$ cat src/rtl/pdm_ctrl_pkg.sv
// Shared types and defaults for the PDM microphone capture controller.
// The capture index picks which mic_clk phase edge samples the data line.
package pdm_ctrl_pkg;

   typedef enum logic [1:0] {
      IDLE = 2'd0,
      WAKE = 2'd1,
      RUN  = 2'd2,
      STOP = 2'd3
   } state_t;

   localparam int CLK_DIV_DEF      = 8;
   localparam int WAKE_SAMPLES_DEF = 256;
   localparam int PCM_WIDTH_DEF    = 16;

   // Channel 0 samples at the end of the low phase, channel 1 at the end of the high phase.
   function automatic int cap_index(input int clk_div, input int channel);
      return (channel == 0) ? clk_div - 1 : clk_div / 2 - 1;
   endfunction

endpackage

$ cat src/rtl/pcm_fifo.sv
// First-word-fall-through PCM sample FIFO with occupancy count and sticky overrun.
// A write into a full FIFO is accepted only when a pop happens in the same cycle.
module pcm_fifo #(
   parameter int DEPTH = 8,
   parameter int WIDTH = 16
) (
   input  logic                   clk,
   input  logic                   reset_n,
   input  logic                   wr_req,
   input  logic [WIDTH-1:0]       wr_data,
   input  logic                   rd_en,
   input  logic                   clr_ovr,
   output logic [WIDTH-1:0]       rd_data,
   output logic                   rd_empty,
   output logic [$clog2(DEPTH):0] count,
   output logic                   overrun
);

   localparam int AW = $clog2(DEPTH);

   logic [WIDTH-1:0] mem [DEPTH];
   logic [AW-1:0]    wr_ptr;
   logic [AW-1:0]    rd_ptr;
   logic [AW-1:0]    rd_ptr_inc;
   logic             full;
   logic             do_rd;
   logic             do_wr;
   logic             drop;

   assign full       = (count == (AW + 1)'(DEPTH));
   assign rd_empty   = (count == '0);
   assign do_rd      = rd_en & ~rd_empty;
   assign do_wr      = wr_req & (~full | do_rd);
   assign drop       = wr_req & full & ~do_rd;
   assign rd_ptr_inc = rd_ptr + 1'b1;

   // NOTE: the storage array is deliberately left out of reset; only pointers and count
   // define which entries are meaningful, so clearing it would buy nothing.
   always_ff @(posedge clk) begin
      if (do_wr) mem[wr_ptr] <= wr_data;
   end

   // NOTE: sequential state uses non-blocking assignments so every register samples
   // the pre-edge values of its neighbours, independent of statement order.
   always_ff @(posedge clk or negedge reset_n) begin
      if (!reset_n) begin
         wr_ptr  <= '0;
         rd_ptr  <= '0;
         count   <= '0;
         overrun <= 1'b0;
         rd_data <= '0;
      end else begin
         if (do_wr) wr_ptr <= wr_ptr + 1'b1;
         if (do_rd) rd_ptr <= rd_ptr_inc;

         case ({do_wr, do_rd})
            2'b10:   count <= count + 1'b1;
            2'b01:   count <= count - 1'b1;
            default: count <= count;
         endcase

         if (drop)         overrun <= 1'b1;
         else if (clr_ovr) overrun <= 1'b0;

         // Head register tracks the oldest entry; a write into an empty slot bypasses memory.
         if (do_rd) begin
            if (count > (AW + 1)'(1)) rd_data <= mem[rd_ptr_inc];
            else if (do_wr)           rd_data <= wr_data;
         end else if (do_wr && rd_empty) begin
            rd_data <= wr_data;
         end
      end
   end

endmodule

$ cat src/rtl/pdm_capture_ctrl.sv
// PDM microphone front-end sequencer: mic clock divider, data capture, decimator
// reset control, wake-up sample discard and PCM buffering.
module pdm_capture_ctrl
   import pdm_ctrl_pkg::*;
#(
   parameter int CLK_DIV      = CLK_DIV_DEF,
   parameter int CHANNEL      = 0,
   parameter int WAKE_SAMPLES = WAKE_SAMPLES_DEF,
   parameter int FIFO_DEPTH   = 8,
   parameter int PCM_WIDTH    = PCM_WIDTH_DEF
) (
   input  logic                        clk,
   input  logic                        reset_n,
   input  logic                        enable,
   input  logic                        clr_ovr,
   output logic                        mic_clk,
   input  logic                        mic_data,
   output logic                        pdm_bit,
   output logic                        pdm_valid,
   output logic                        cic_rst_n,
   input  logic [PCM_WIDTH-1:0]        cic_dout,
   input  logic                        cic_dout_valid,
   input  logic                        rd_en,
   output logic [PCM_WIDTH-1:0]        rd_data,
   output logic                        rd_empty,
   output logic [$clog2(FIFO_DEPTH):0] fifo_count,
   output logic                        overrun,
   output logic [1:0]                  state
);

   localparam int DW = $clog2(CLK_DIV);
   localparam int WW = $clog2(WAKE_SAMPLES + 1);

   localparam logic [DW-1:0] DIV_LAST  = DW'(CLK_DIV - 1);
   localparam logic [DW-1:0] DIV_HALF  = DW'(CLK_DIV / 2);
   localparam logic [DW-1:0] CAP_IDX   = DW'(cap_index(CLK_DIV, CHANNEL));
   localparam logic [WW-1:0] WAKE_LAST = WW'(WAKE_SAMPLES - 1);

   state_t        state_q;
   state_t        state_d;
   logic [DW-1:0] div_cnt;
   logic [DW-1:0] div_d;
   logic [DW-1:0] div_inc;
   logic [WW-1:0] wake_cnt;
   logic [WW-1:0] wake_d;
   logic          sync1;
   logic          sync2;
   logic          start;
   logic          running;
   logic          capture;
   logic          accept;

   assign state   = state_q;
   assign div_inc = (div_cnt == DIV_LAST) ? '0 : div_cnt + 1'b1;
   assign running = (state_q != IDLE);
   assign capture = running && (div_cnt == CAP_IDX);
   assign accept  = (state_q == RUN) && cic_dout_valid;

   // NOTE: every combinational output gets a default before the case so no path
   // leaves a signal unassigned, which would otherwise infer a latch.
   always_comb begin
      state_d = state_q;
      div_d   = div_cnt;
      wake_d  = wake_cnt;
      start   = 1'b0;
      unique case (state_q)
         IDLE: begin
            div_d = '0;
            if (enable) begin
               state_d = WAKE;
               wake_d  = '0;
               start   = 1'b1;
            end
         end
         WAKE: begin
            div_d = div_inc;
            if (!enable) begin
               state_d = STOP;
            end else if (cic_dout_valid) begin
               wake_d = wake_cnt + 1'b1;
               if (wake_cnt == WAKE_LAST) state_d = RUN;
            end
         end
         RUN: begin
            div_d = div_inc;
            if (!enable) state_d = STOP;
         end
         STOP: begin
            // Finish the current mic_clk period so the line ends low without a runt pulse.
            div_d = div_inc;
            if (div_cnt == DIV_LAST) state_d = IDLE;
         end
         default: state_d = IDLE;
      endcase
   end

   always_ff @(posedge clk or negedge reset_n) begin
      if (!reset_n) begin
         state_q   <= IDLE;
         div_cnt   <= '0;
         wake_cnt  <= '0;
         sync1     <= 1'b0;
         sync2     <= 1'b0;
         mic_clk   <= 1'b0;
         cic_rst_n <= 1'b0;
         pdm_bit   <= 1'b0;
         pdm_valid <= 1'b0;
      end else begin
         state_q   <= state_d;
         div_cnt   <= div_d;
         wake_cnt  <= wake_d;
         sync1     <= mic_data;
         sync2     <= sync1;
         mic_clk   <= (state_d != IDLE) && (div_d < DIV_HALF);
         cic_rst_n <= (state_d != IDLE);
         pdm_valid <= capture;
         if (capture) pdm_bit <= sync2;
      end
   end

   pcm_fifo #(
      .DEPTH (FIFO_DEPTH),
      .WIDTH (PCM_WIDTH)
   ) u_fifo (
      .clk     (clk),
      .reset_n (reset_n),
      .wr_req  (accept),
      .wr_data (cic_dout),
      .rd_en   (rd_en),
      .clr_ovr (clr_ovr | start),
      .rd_data (rd_data),
      .rd_empty(rd_empty),
      .count   (fifo_count),
      .overrun (overrun)
   );

endmodule
$ cat config.mk
export PLATFORM = sky130hd
export DESIGN_NAME = pdm_capture_ctrl
export DESIGN_NICKNAME = d
export VERILOG_FILES = /design/src/rtl/pdm_ctrl_pkg.sv /design/src/rtl/pcm_fifo.sv /design/src/rtl/pdm_capture_ctrl.sv
export SDC_FILE = /design/constraint.sdc
export NUM_CORES = 1
export LEC_CHECK = 0
export ABC_AREA = 1
export ABC_CLOCK_PERIOD_IN_PS = 4600
export CORE_MARGIN = 1.5
export CORE_UTILIZATION = 30
export DETAILED_ROUTE_END_ITERATION = 10
export PLACE_DENSITY_LB_ADDON = 0.15
export SETUP_SLACK_MARGIN = 0.15
export SYNTH_ARGS = -nofsm -noshare
export SYNTH_HDL_FRONTEND = slang
export SYNTH_SLANG_ARGS = --single-unit
export TNS_END_PERCENT = 30
$ cat constraint.sdc
create_clock -name clk -period 4.6 [get_ports clk]
set_input_delay 0.92 -clock clk [delete_from_list [all_inputs] [get_ports clk]]
set_output_delay 0.92 -clock clk [all_outputs]
set_load 0.01 [all_outputs]
==> impl_metrics.json, run 1 <==
{
  "run_status": "completed",
  "globalRouteOverflowTotal": 0,
  "ir_drop_mv": 0.2547,
  "hold_slack_ns": 0.3510,
  "holdPathEnd": "sync2",
  "synth_top_cells_by_area": "sky130_fd_sc_hd__edfxtp_1 47%, sky130_fd_sc_hd__dfrtp_1 14%, sky130_fd_sc_hd__nand2_1 9.7%, sky130_fd_sc_hd__inv_1 6.8%, sky130_fd_sc_hd__nand3_1 5.2%",
  "synth_cell_types": 36,
  "asyncSetResetFlopFracSynth": 0.2686,
  "worstPathBufferInverterCount": 2,
  "io_pins": 51,
  "initial_core_util": 0.3036,
  "detail_route.vias_per_cell": 4.309,
  "synthesis.area_per_instance_um2": 9.954,
  "antenna-diode-count": 0,
  "synth.top_cell.area_share": 0.4738,
  "portBuffers": 50,
  "placementRows": 60,
  "route.detailed.drc": 0,
  "gr-usage-all-layers": 0.1426,
  "cts.root.buffer_cell": "sky130_fd_sc_hd__clkbuf_16",
  "total_switching_power_mw": 2.484,
  "clock_transition_at_the_register_clock_pins_on_the_worst_setup_and_hold_paths_after_cts_ns": 0.07,
  "syn_nets": 847,
  "antenna_violations_before_repair": 0,
  "clock_power_share": 0.239,
  "cp_slowest_cell": "sky130_fd_sc_hd__nor2_2",
  "dp_slack_ns": 1.225,
  "clock.fmax_ghz": 0.3462,
  "totalNegativeSetupSlack_ns": 0,
  "net_count_final": 896,
  "p_sw_frac": 0.4092,
  "power.static_leakage_nw": 4.093,
  "critical_path.reg2reg.startpoint": "u_fifo.count[0]",
  "tritoncts": "yes",
  "hold_class": "reg2reg",
  "pin_count_of_the_biggest_net_entering_global_routing": 48,
  "yosys_register_bits": 175,
  "drtAntennaViolNets": 0,
  "number_of_cell_instances_on_the_worst_register_to_register_path": 9,
  "fin_worst_skew_ns": 0.01480,
  "drv.max_cap_violation_count": 0,
  "synthesis.area_mm2": 0.008113,
  "rsz_0062_raised_after_global_routing": "false",
  "core_mm2": 0.02673,
  "wire_per_inst_um": 15.62,
  "synth_cells": 815,
  "iteration_0_drc_markers": 317,
  "period_share": 0.6279,
  "number_of_instances_resized_during_post_cts_repair": 0,
  "fin_ws_ns": 1.712,
  "comb_power_share": 0.412,
  "setup_viol": 0,
  "cts_buffers": 17,
  "clock_latency_ns": 0.43,
  "synth_seq_area_share": 0.6188,
  "routabilityCongestion": 0.6998,
  "slowest_stage_delay_on_critical_path_ns": 0.82,
  "die-height_um": 167.4,
  "ordered_cell_list_for_the_critical_path": "clkdlybuf4s50_1 -> nand2_1 -> nor2_2 -> nand2_2 -> inv_1 -> nand2_1 -> nor2_2",
  "reg2reg_slack_ns": 1.93,
  "post_cts_setup_buffer_count": 0,
  "hold_depth": 0,
  "yosys_warnings": 0,
  "slew_headroom": 0.1873,
  "grt_pass1_vias": 5125,
  "internal_power_mw": 3.587,
  "cts.sink_count": 175,
  "die_width_um": 167.4,
  "synth-edff-count": 128,
  "layout-drive-gt1-share": 0.1334,
  "cell_accounting_for_the_most_synthesized_area": "sky130_fd_sc_hd__edfxtp_1",
  "synth_flop_cell": "sky130_fd_sc_hd__edfxtp_1",
  "place_hpwl_um": 11620,
  "arrival_ns": 2.93,
  "post_cts_hold_buffer_count": 0,
  "worst_margin_slew_ns": 1.213,
  "pwr_density_cell_mw_per_mm2": 636.6,
  "totalPowerFinal_mw": 6.071,
  "first_pass_iters": 4,
  "slew_viol_final": 0,
  "hold_viol": 0,
  "timing.critical_path.max_delay_family": "simple AND/OR/NAND/NOR gates",
  "final_period_minus_worst_setup_slack_ns": 2.888,
  "worst-endpoint-required_ns": 4.64,
  "dieArea_mm2": 0.02804,
  "route.final.wire_length_um": 19020,
  "cp_max_fo": 16,
  "setup.worst_path.end_class": "flip-flop",
  "ctsHtreeMaxLevel": 4,
  "clk_path_buf_depth": 2,
  "worst-setup-path-type": "in2reg",
  "num_vias": 5248,
  "worst_hold_startpoint": "sync1",
  "critical_path.startpoint_type": "input pin",
  "grt_first_pass_wirelength_um": 30000,
  "seq_power_share": 0.349,
  "worstReg2RegEnd": "u_fifo.mem[7][10]",
  "syn2layout_area_growth_pct": 17.55
}
[area by class of cell]
cell class | instances | area [um^2]
well taps | 341 | 426.7
repair buffers | 60 | 570.5
inverters | 150 | 563.0
fillers | 2691 | 17190
flip-flops and latches | 175 | 5021
clock inverters | 15 | 172.7
clock buffers | 17 | 425.4
multi-input cells | 460 | 2357
[sequential cells by signal (all words and copies together) (netlist names), 2 cells and up]
name	count
u_fifo.count	4
div_cnt	3
u_fifo.wr_ptr	3
wake_cnt	9
state	2
u_fifo.rd_ptr	3
u_fifo.rd_data	16
u_fifo.mem	128
[per-stage QoR]
stage,cell area (um^2),instances,utilization
finish,9537,1218,0.3568
global route,9537,1218,0.3568
CTS,9537,1218,0.3568
detailed placement,8939,1186,0.3345
global placement,8939,1186,0.3345
floorplan,8113,815,-
[cell families (layout without fill, tap and decap cells)]
logic type | count (synthesis) | after routing | share of synthesized area
xor gates and xnor gates | 8 | 8 | 0.01141
AOI/OAI and AO/OA | 51 | 51 | 0.03748
muxes | 1 | 1 | 0.001388
DFF | 175 | 175 | 0.6188
buffers and inverters | 180 | 242 | 0.09315
adders and majority gates | 9 | 9 | 0.01388
and+or+nand+nor | 391 | 391 | 0.2239
[layout by cell type, fill, tap and decap left out, types with 6 or more instances in the layout]
master / count
sky130_fd_sc_hd__nor2_2: 21
sky130_fd_sc_hd__a21oi_2: 10
sky130_fd_sc_hd__inv_1: 145
sky130_fd_sc_hd__nand2_1: 209
sky130_fd_sc_hd__nor2_1: 33
sky130_fd_sc_hd__o21ai_0: 9
sky130_fd_sc_hd__a21oi_1: 27
sky130_fd_sc_hd__nand2_2: 8
sky130_fd_sc_hd__clkbuf_16: 17
sky130_fd_sc_hd__nand3_1: 85
sky130_fd_sc_hd__ha_1: 9
sky130_fd_sc_hd__clkdlybuf4s50_1: 49
sky130_fd_sc_hd__dfrtp_1: 46
sky130_fd_sc_hd__edfxtp_1: 128
sky130_fd_sc_hd__nand3_2: 20
sky130_fd_sc_hd__inv_6: 6
sky130_fd_sc_hd__buf_4: 10
[worst max-delay path by stage]
stage | cells after the start | start | endpoint
detailed placement | 7 | cic_dout_valid | u_fifo.mem[7][4]
global route | 7 | cic_dout_valid | u_fifo.mem[7][10]
finish | 7 | cic_dout_valid | u_fifo.mem[7][10]
floorplan | 5 | cic_dout_valid | u_fifo.mem[0][0]
global placement | 6 | cic_dout_valid | u_fifo.mem[0][6]
CTS | 7 | cic_dout_valid | u_fifo.mem[7][10]
[Yosys cell counts, types with 2 or more instances]
library cell               instances
sky130_fd_sc_hd__buf_6             4
sky130_fd_sc_hd__nand3_1          85
sky130_fd_sc_hd__nor2_2           13
sky130_fd_sc_hd__clkbuf_1          4
sky130_fd_sc_hd__o21a_1            2
sky130_fd_sc_hd__inv_1           146
sky130_fd_sc_hd__nand3_2          20
sky130_fd_sc_hd__nand2_1         209
sky130_fd_sc_hd__nor2_1           41
sky130_fd_sc_hd__a21oi_1          27
sky130_fd_sc_hd__nor3_1            5
sky130_fd_sc_hd__nand2_2           8
sky130_fd_sc_hd__edfxtp_1        128
sky130_fd_sc_hd__buf_2            18
sky130_fd_sc_hd__a21oi_2          10
sky130_fd_sc_hd__ha_1              9
sky130_fd_sc_hd__buf_4             2
sky130_fd_sc_hd__xor2_1            5
sky130_fd_sc_hd__inv_2             3
sky130_fd_sc_hd__nand2_4           3
sky130_fd_sc_hd__o21ai_0           9
sky130_fd_sc_hd__nand4_1           3
sky130_fd_sc_hd__xor2_2            2
sky130_fd_sc_hd__dfrtp_1          47
[power groups by stage]
stage / registers (mW) / clock network (mW) / logic (mW)
after detailed placement: 2.16 / 0 / 2.54
after global routing: 2.15 / 1.55 / 2.81
after CTS: 2.12 / 1.50 / 2.56
after global placement: 2.16 / 0 / 2.55
after floorplan: 2.14 / 0 / 1.73
final: 2.12 / 1.45 / 2.50
[layer usage]
metal | part of all wire | GRT usage
met1 | 0.50 | 0.1992
met3 | 0.037 | 0.02623
met4 | 0.0082 | 0.03604
met5 | 0 | 0
met2 | 0.46 | 0.2286
Power figures use the tool's default switching activity.
==> run 2: changes to the inputs <==
--- a/config.mk
+++ b/config.mk
@@ -6,7 +6,7 @@
 export NUM_CORES = 1
 export LEC_CHECK = 0
 export ABC_AREA = 1
-export ABC_CLOCK_PERIOD_IN_PS = 4600
+export ABC_CLOCK_PERIOD_IN_PS = 3000
 export CORE_MARGIN = 1.5
 export CORE_UTILIZATION = 30
 export DETAILED_ROUTE_END_ITERATION = 10
==> constraint.sdc (replaced) <==
create_clock -name clk -period 3 [get_ports clk]
set_input_delay 0.6 -clock clk [delete_from_list [all_inputs] [get_ports clk]]
set_output_delay 0.6 -clock clk [all_outputs]
set_load 0.01 [all_outputs]
==> run 2 against run 1 <==
  * Sequential power increased by 50%
  * Wire length increased by 2.2%
  * Total power increased by 57%
  * Global-route usage increased by 0.34 points
  * Hold slack got worse by 0.17 ns
  * Combinational power increased by 61%
==> impl_metrics.json, run 2 (same netlist as run 1, synthesis figures left out) <==
{
  "run_status": "completed",
  "core_mm2": 0.02673,
  "first_pass_iters": 4,
  "totalPowerFinal_mw": 9.509,
  "pwr_density_cell_mw_per_mm2": 978.4,
  "nFillCells": 2671,
  "placementRows": 60,
  "clock_transition_at_the_register_clock_pins_on_the_worst_setup_and_hold_paths_after_cts_ns": 0.08,
  "comb_power_share": 0.424,
  "period_share": 0.8378,
  "post_cts_hold_buffer_count": 0,
  "antenna_violations_before_repair": 0,
  "gr-usage-all-layers": 0.1460,
  "die_width_um": 167.4,
  "route.final.wire_length_um": 19430,
  "internal_power_mw": 5.624,
  "clock_power_share": 0.240,
  "cp_max_fo": 6,
  "setup_viol": 0,
  "final_cell_count_without_fillers": 1235,
  "ctsHtreeMaxLevel": 4,
  "pin_count_of_the_biggest_net_entering_global_routing": 65,
  "detail_route.vias_per_cell": 4.321,
  "layout.cells.most_common": "sky130_fd_sc_hd__nand2_1",
  "portBuffers": 50,
  "cts.sink_count": 175,
  "routabilityCongestion": 0.7669,
  "dieArea_mm2": 0.02804,
  "seq_power_share": 0.336,
  "final_cell_mix": "209 x sky130_fd_sc_hd__nand2_1, 145 x sky130_fd_sc_hd__inv_1, 128 x sky130_fd_sc_hd__edfxtp_1",
  "total_switching_power_mw": 3.885,
  "hold_viol": 0,
  "post_cts_setup_buffer_count": 0,
  "layout-drive-gt1-share": 0.1499,
  "place_hpwl_um": 13050,
  "globalRouteOverflowTotal": 0,
  "final_period_minus_worst_setup_slack_ns": 2.513,
  "number_of_instances_resized_during_post_cts_repair": 0,
  "worst_margin_slew_ns": 0.8351,
  "numPlacedInstances": 1203,
  "antenna-diode-count": 0,
  "fin_ws_ns": 0.4867,
  "num_vias": 5337,
  "dp_slack_ns": 0.3658,
  "drtAntennaViolNets": 0,
  "utilization_after_layout": 0.3637,
  "p_sw_frac": 0.4086,
  "cts.root.buffer_cell": "sky130_fd_sc_hd__clkbuf_16",
  "number_of_flip_flops_under_the_largest_register_name": 128,
  "net_count_final": 913,
  "wire_per_inst_um": 15.73,
  "clk_path_buf_depth": 2,
  "route.detailed.drc": 0,
  "worst-setup-path-type": "reg2out",
  "iteration_0_drc_markers": 289,
  "totalNegativeSetupSlack_ns": 0,
  "top_regs": "u_fifo.mem: 128 flops, u_fifo.rd_data: 16 flops, wake_cnt: 9 flops",
  "drv.max_cap_violation_count": 0,
  "initial_core_util": 0.3036,
  "rsz_0062_raised_after_global_routing": "false",
  "slew_viol_final": 0,
  "clock.fmax_ghz": 0.3979,
  "die-height_um": 167.4,
  "cts_buffers": 17,
  "grt_first_pass_wirelength_um": 30500,
  "grt_pass1_vias": 5184,
  "setup.worst_path.end_class": "primary output",
  "clock_latency_ns": 0.43,
  "worst-endpoint-required_ns": 2.40,
  "io_pins": 51,
  "slew_headroom": 0.4428,
  "hold_class": "in2async",
  "syn2layout_area_growth_pct": 19.80,
  "ir_drop_mv": 0.5998,
  "max_flop_register": "u_fifo.mem",
  "fin_worst_skew_ns": 0.01251,
  "tritoncts": "yes",
  "arrival_ns": 1.91,
  "critical_path.startpoint_type": "flip-flop",
  "power.static_leakage_nw": 4.196
}
==> run 2: changes by cell type in the layout (fill, tap and decap cells not counted) <==
cell	change
sky130_fd_sc_hd__buf_4	+14
sky130_fd_sc_hd__buf_12	+3
sky130_fd_sc_hd__clkinv_8	+1
sky130_fd_sc_hd__inv_6	-1
sky130_fd_sc_hd__clkinv_2	-2
sky130_fd_sc_hd__inv_8	+1
sky130_fd_sc_hd__clkinv_4	+1
==> run 2: power by group through the flow <==
stage                     Sequential, mW  Combinational [mW]  Clock [mW]
after floorplan                     3.28                2.65           0
after global placement              3.25                4.09           0
after detailed placement            3.25                4.10           0
after CTS                           3.20                4.12        2.35
after global routing                3.24                4.50        2.44
final                               3.19                4.03        2.28
==> run 2: layout make-up <==
class	count	area, um^2	share of cell area
inverter	150	563.0	0.05793
timing repair buffer	77	735.7	0.07570
clock buffer	17	425.4	0.04377
clock inverter	15	190.2	0.01957
sequential	175	5021	0.5166
tap	341	426.7	0.04390
multi-input combinational	460	2357	0.2425
==> run 2: worst paths after layout <==
check,from,endpoint,slack (ns),cells past startpoint
min in group clk,sync1,sync2,0.37,0
worst min-delay path,reset_n,sync1,0.18,1
max in group asynchronous,reset_n,u_fifo.rd_data[4],2.24,2
worst min register to register,sync1,sync2,0.37,0
worst max-delay path,u_fifo.count[0],rd_empty,0.49,5
worst max register to register,u_fifo.count[0],u_fifo.mem[5][4],0.73,10
==> run 2: critical path, stage by stage, from the launching register on <==
cell                              delay [ns]
sky130_fd_sc_hd__dfrtp_1                0.46
sky130_fd_sc_hd__inv_1                  0.11
sky130_fd_sc_hd__ha_1                   0.22
sky130_fd_sc_hd__nand2_2                0.11
sky130_fd_sc_hd__inv_1                  0.07
sky130_fd_sc_hd__clkdlybuf4s50_1        0.52
==> run 2: layer usage <==
metal | GRT usage | part of all wire
met5 | 0 | 0
met4 | 0.04348 | 0.011
met3 | 0.02978 | 0.031
met2 | 0.2389 | 0.48
met1 | 0.1953 | 0.48
==> run 2: per-stage QoR <==
step | instance area, um^2 | hold slack (ns)
floorplan | 8113 | 0.3044
global placement | 9104 | 0.3504
detailed placement | 9104 | 0.3581
CTS | 9719 | 0.1915
global route | 9719 | 0.2090
finish | 9719 | 0.1760
==> run 3: changes to the inputs <==
--- a/config.mk
+++ b/config.mk
@@ -6,7 +6,7 @@
 export NUM_CORES = 1
 export LEC_CHECK = 0
 export ABC_AREA = 1
-export ABC_CLOCK_PERIOD_IN_PS = 3000
+export ABC_CLOCK_PERIOD_IN_PS = 2100
 export CORE_MARGIN = 1.5
 export CORE_UTILIZATION = 30
 export DETAILED_ROUTE_END_ITERATION = 10
==> constraint.sdc (replaced) <==
create_clock -name clk -period 2.1 [get_ports clk]
set_input_delay 0.42 -clock clk [delete_from_list [all_inputs] [get_ports clk]]
set_output_delay 0.42 -clock clk [all_outputs]
set_load 0.01 [all_outputs]
==> run 3 against run 2 <==
  * Cell count grew 1.1%
  * Utilization is 1.1 points higher
  * Clock power up 39%
  * Global-route usage fell by 0.46 points
  * Combinational power rose by 50%
  * Worst setup slack got worse by 0.28 ns
  * Critical path type unchanged
==> impl_metrics.json, run 3 (same netlist as run 1, synthesis figures left out) <==
{
  "core_mm2": 0.02673,
  "layout-drive-gt1-share": 0.1707,
  "gr-usage-all-layers": 0.1414,
  "io_pins": 51,
  "final_cell_mix": "207 x sky130_fd_sc_hd__nand2_1, 143 x sky130_fd_sc_hd__inv_1, 128 x sky130_fd_sc_hd__edfxtp_1",
  "run_status": "completed",
  "totalNegativeSetupSlack_ns": 0,
  "route.final.wire_length_um": 18760,
  "clock_power_share": 0.231,
  "period_share": 0.9014,
  "total_switching_power_mw": 5.392,
  "numPlacedInstances": 1213,
  "pin_count_of_the_biggest_net_entering_global_routing": 34,
  "place_hpwl_um": 12120,
  "slowest_stage_delay_on_critical_path_ns": 0.58,
  "cp_slowest_cell": "sky130_fd_sc_hd__clkdlybuf4s50_1",
  "fin_ws_ns": 0.2072,
  "syn2layout_area_growth_pct": 23.33,
  "internal_power_mw": 8.365,
  "drtAntennaViolNets": 0,
  "net_count_final": 927,
  "number_of_flip_flops_under_the_largest_register_name": 128,
  "wire_per_inst_um": 15.02,
  "clk_path_buf_depth": 2,
  "setup.worst_path.end_class": "primary output",
  "worstPathBufferInverterCount": 1,
  "drv.max_cap_violation_count": 0,
  "p_sw_frac": 0.3919,
  "route.detailed.drc": 0,
  "tritoncts": "yes",
  "ctsHtreeMaxLevel": 4,
  "cts_buffers": 17,
  "num_vias": 5369,
  "die_width_um": 167.4,
  "antenna-diode-count": 0,
  "cp_max_fo": 6,
  "routabilityCongestion": 0.7374,
  "detail_route.vias_per_cell": 4.299,
  "slew_viol_final": 0,
  "final_cell_count_without_fillers": 1249,
  "cts.root.buffer_cell": "sky130_fd_sc_hd__clkbuf_16",
  "worst-endpoint-required_ns": 1.68,
  "iteration_0_drc_markers": 286,
  "top_regs": "u_fifo.mem: 128 flops, u_fifo.rd_data: 16 flops, wake_cnt: 9 flops",
  "clock.fmax_ghz": 0.5283,
  "hold_viol": 0,
  "worst-setup-path-type": "reg2out",
  "max_flop_register": "u_fifo.mem",
  "grt_first_pass_wirelength_um": 29840,
  "grt_pass1_vias": 5192,
  "slew_headroom": 0.6753,
  "initial_core_util": 0.3036,
  "placementRows": 60,
  "portBuffers": 50,
  "worst_margin_slew_ns": 0.4870,
  "critical_path.startpoint_type": "flip-flop",
  "ordered_cell_list_for_the_critical_path": "clkdlybuf4s50_1",
  "fin_worst_skew_ns": 0.008023,
  "timing.critical_path.max_delay_family": "buffers and inverters",
  "dieArea_mm2": 0.02804,
  "antenna_violations_before_repair": 0,
  "seq_power_share": 0.331,
  "globalRouteOverflowTotal": 0,
  "utilization_after_layout": 0.3744,
  "rsz_0062_raised_after_global_routing": "true",
  "pwr_density_cell_mw_per_mm2": 1375,
  "clock_latency_ns": 0.42,
  "comb_power_share": 0.438,
  "ir_drop_mv": 0.7992,
  "final_period_minus_worst_setup_slack_ns": 1.893,
  "setup_viol": 0,
  "clock_transition_at_the_register_clock_pins_on_the_worst_setup_and_hold_paths_after_cts_ns": 0.07,
  "arrival_ns": 1.47,
  "die-height_um": 167.4,
  "totalPowerFinal_mw": 13.76,
  "power.static_leakage_nw": 4.298,
  "cts.sink_count": 175,
  "first_pass_iters": 4,
  "hold_class": "reg2reg",
  "dp_slack_ns": -0.09563,
  "layout.cells.most_common": "sky130_fd_sc_hd__nand2_1"
}
run 3: cell types whose count changed in the layout (fill, tap and decap cells not counted), sizes merged:
cell | before | now
clkdlybuf4s15 | 0 | 1
clkinv | 7 | 6
dlygate4sd3 | 0 | 1
buf | 28 | 41
clkdlybuf4s50 | 49 | 48
inv | 157 | 153
clkbuf | 17 | 20
bufinv | 1 | 2
clkinvlp | 0 | 1
run 3: final timing paths:
kind	to	slack, ns	cells after the start	startpoint
min	sync2	0.36	0	sync1
min in group asynchronous	wake_cnt[8]	0.49	2	reset_n
min reg2reg	sync2	0.36	0	sync1
max reg2reg	mic_clk	0.29	11	wake_cnt[1]
max	state[0]	0.21	1	state[0]
max in group asynchronous	u_fifo.count[0]	0.94	3	reset_n
run 3: per-stage QoR:
step	instance area (um^2)	hold WS (ns)
after floorplan	8187	0.1244
after detailed placement	9333	0.3465
final	10010	0.3572
after global routing	10010	0.3717
after CTS	9940	0.3619
after global placement	9333	0.3417
run 3: metal layers:
metal	vias up	part of all wire	global-route usage
li1	2771	-	-
met1	2532	0.49	0.1974
met2	55	0.47	0.2237
met3	11	0.027	0.02883
met4	0	0.0093	0.03760
met5	-	0	0
run 3: layout make-up:
class | count | area (um^2)
clock buffers | 20 | 456.7
clock inverters | 12 | 131.4
fillers | 2665 | 16720
repair buffers | 91 | 943.4
multi-input cells | 460 | 2462
flip-flops and latches | 175 | 5022
inverters | 150 | 563.0
well taps | 341 | 426.7
run 3: power by group through the flow:
stage	Combinational (mW)	Sequential, mW	Clock [mW]
floorplan	3.86	4.69	0
finish	6.03	4.55	3.17
global placement	6.03	4.61	0
global route	6.76	4.62	3.41
CTS	6.09	4.55	3.29
detailed placement	6.07	4.61	0
run 3: what timing repair did:
action	4_1_cts	5_1_grt
gates resized for setup	2	11
pin swaps	0	3
endpoints found under the setup margin	1	4
setup buffers	0	3
endpoints found under the hold margin	19	0
hold buffers	1	0
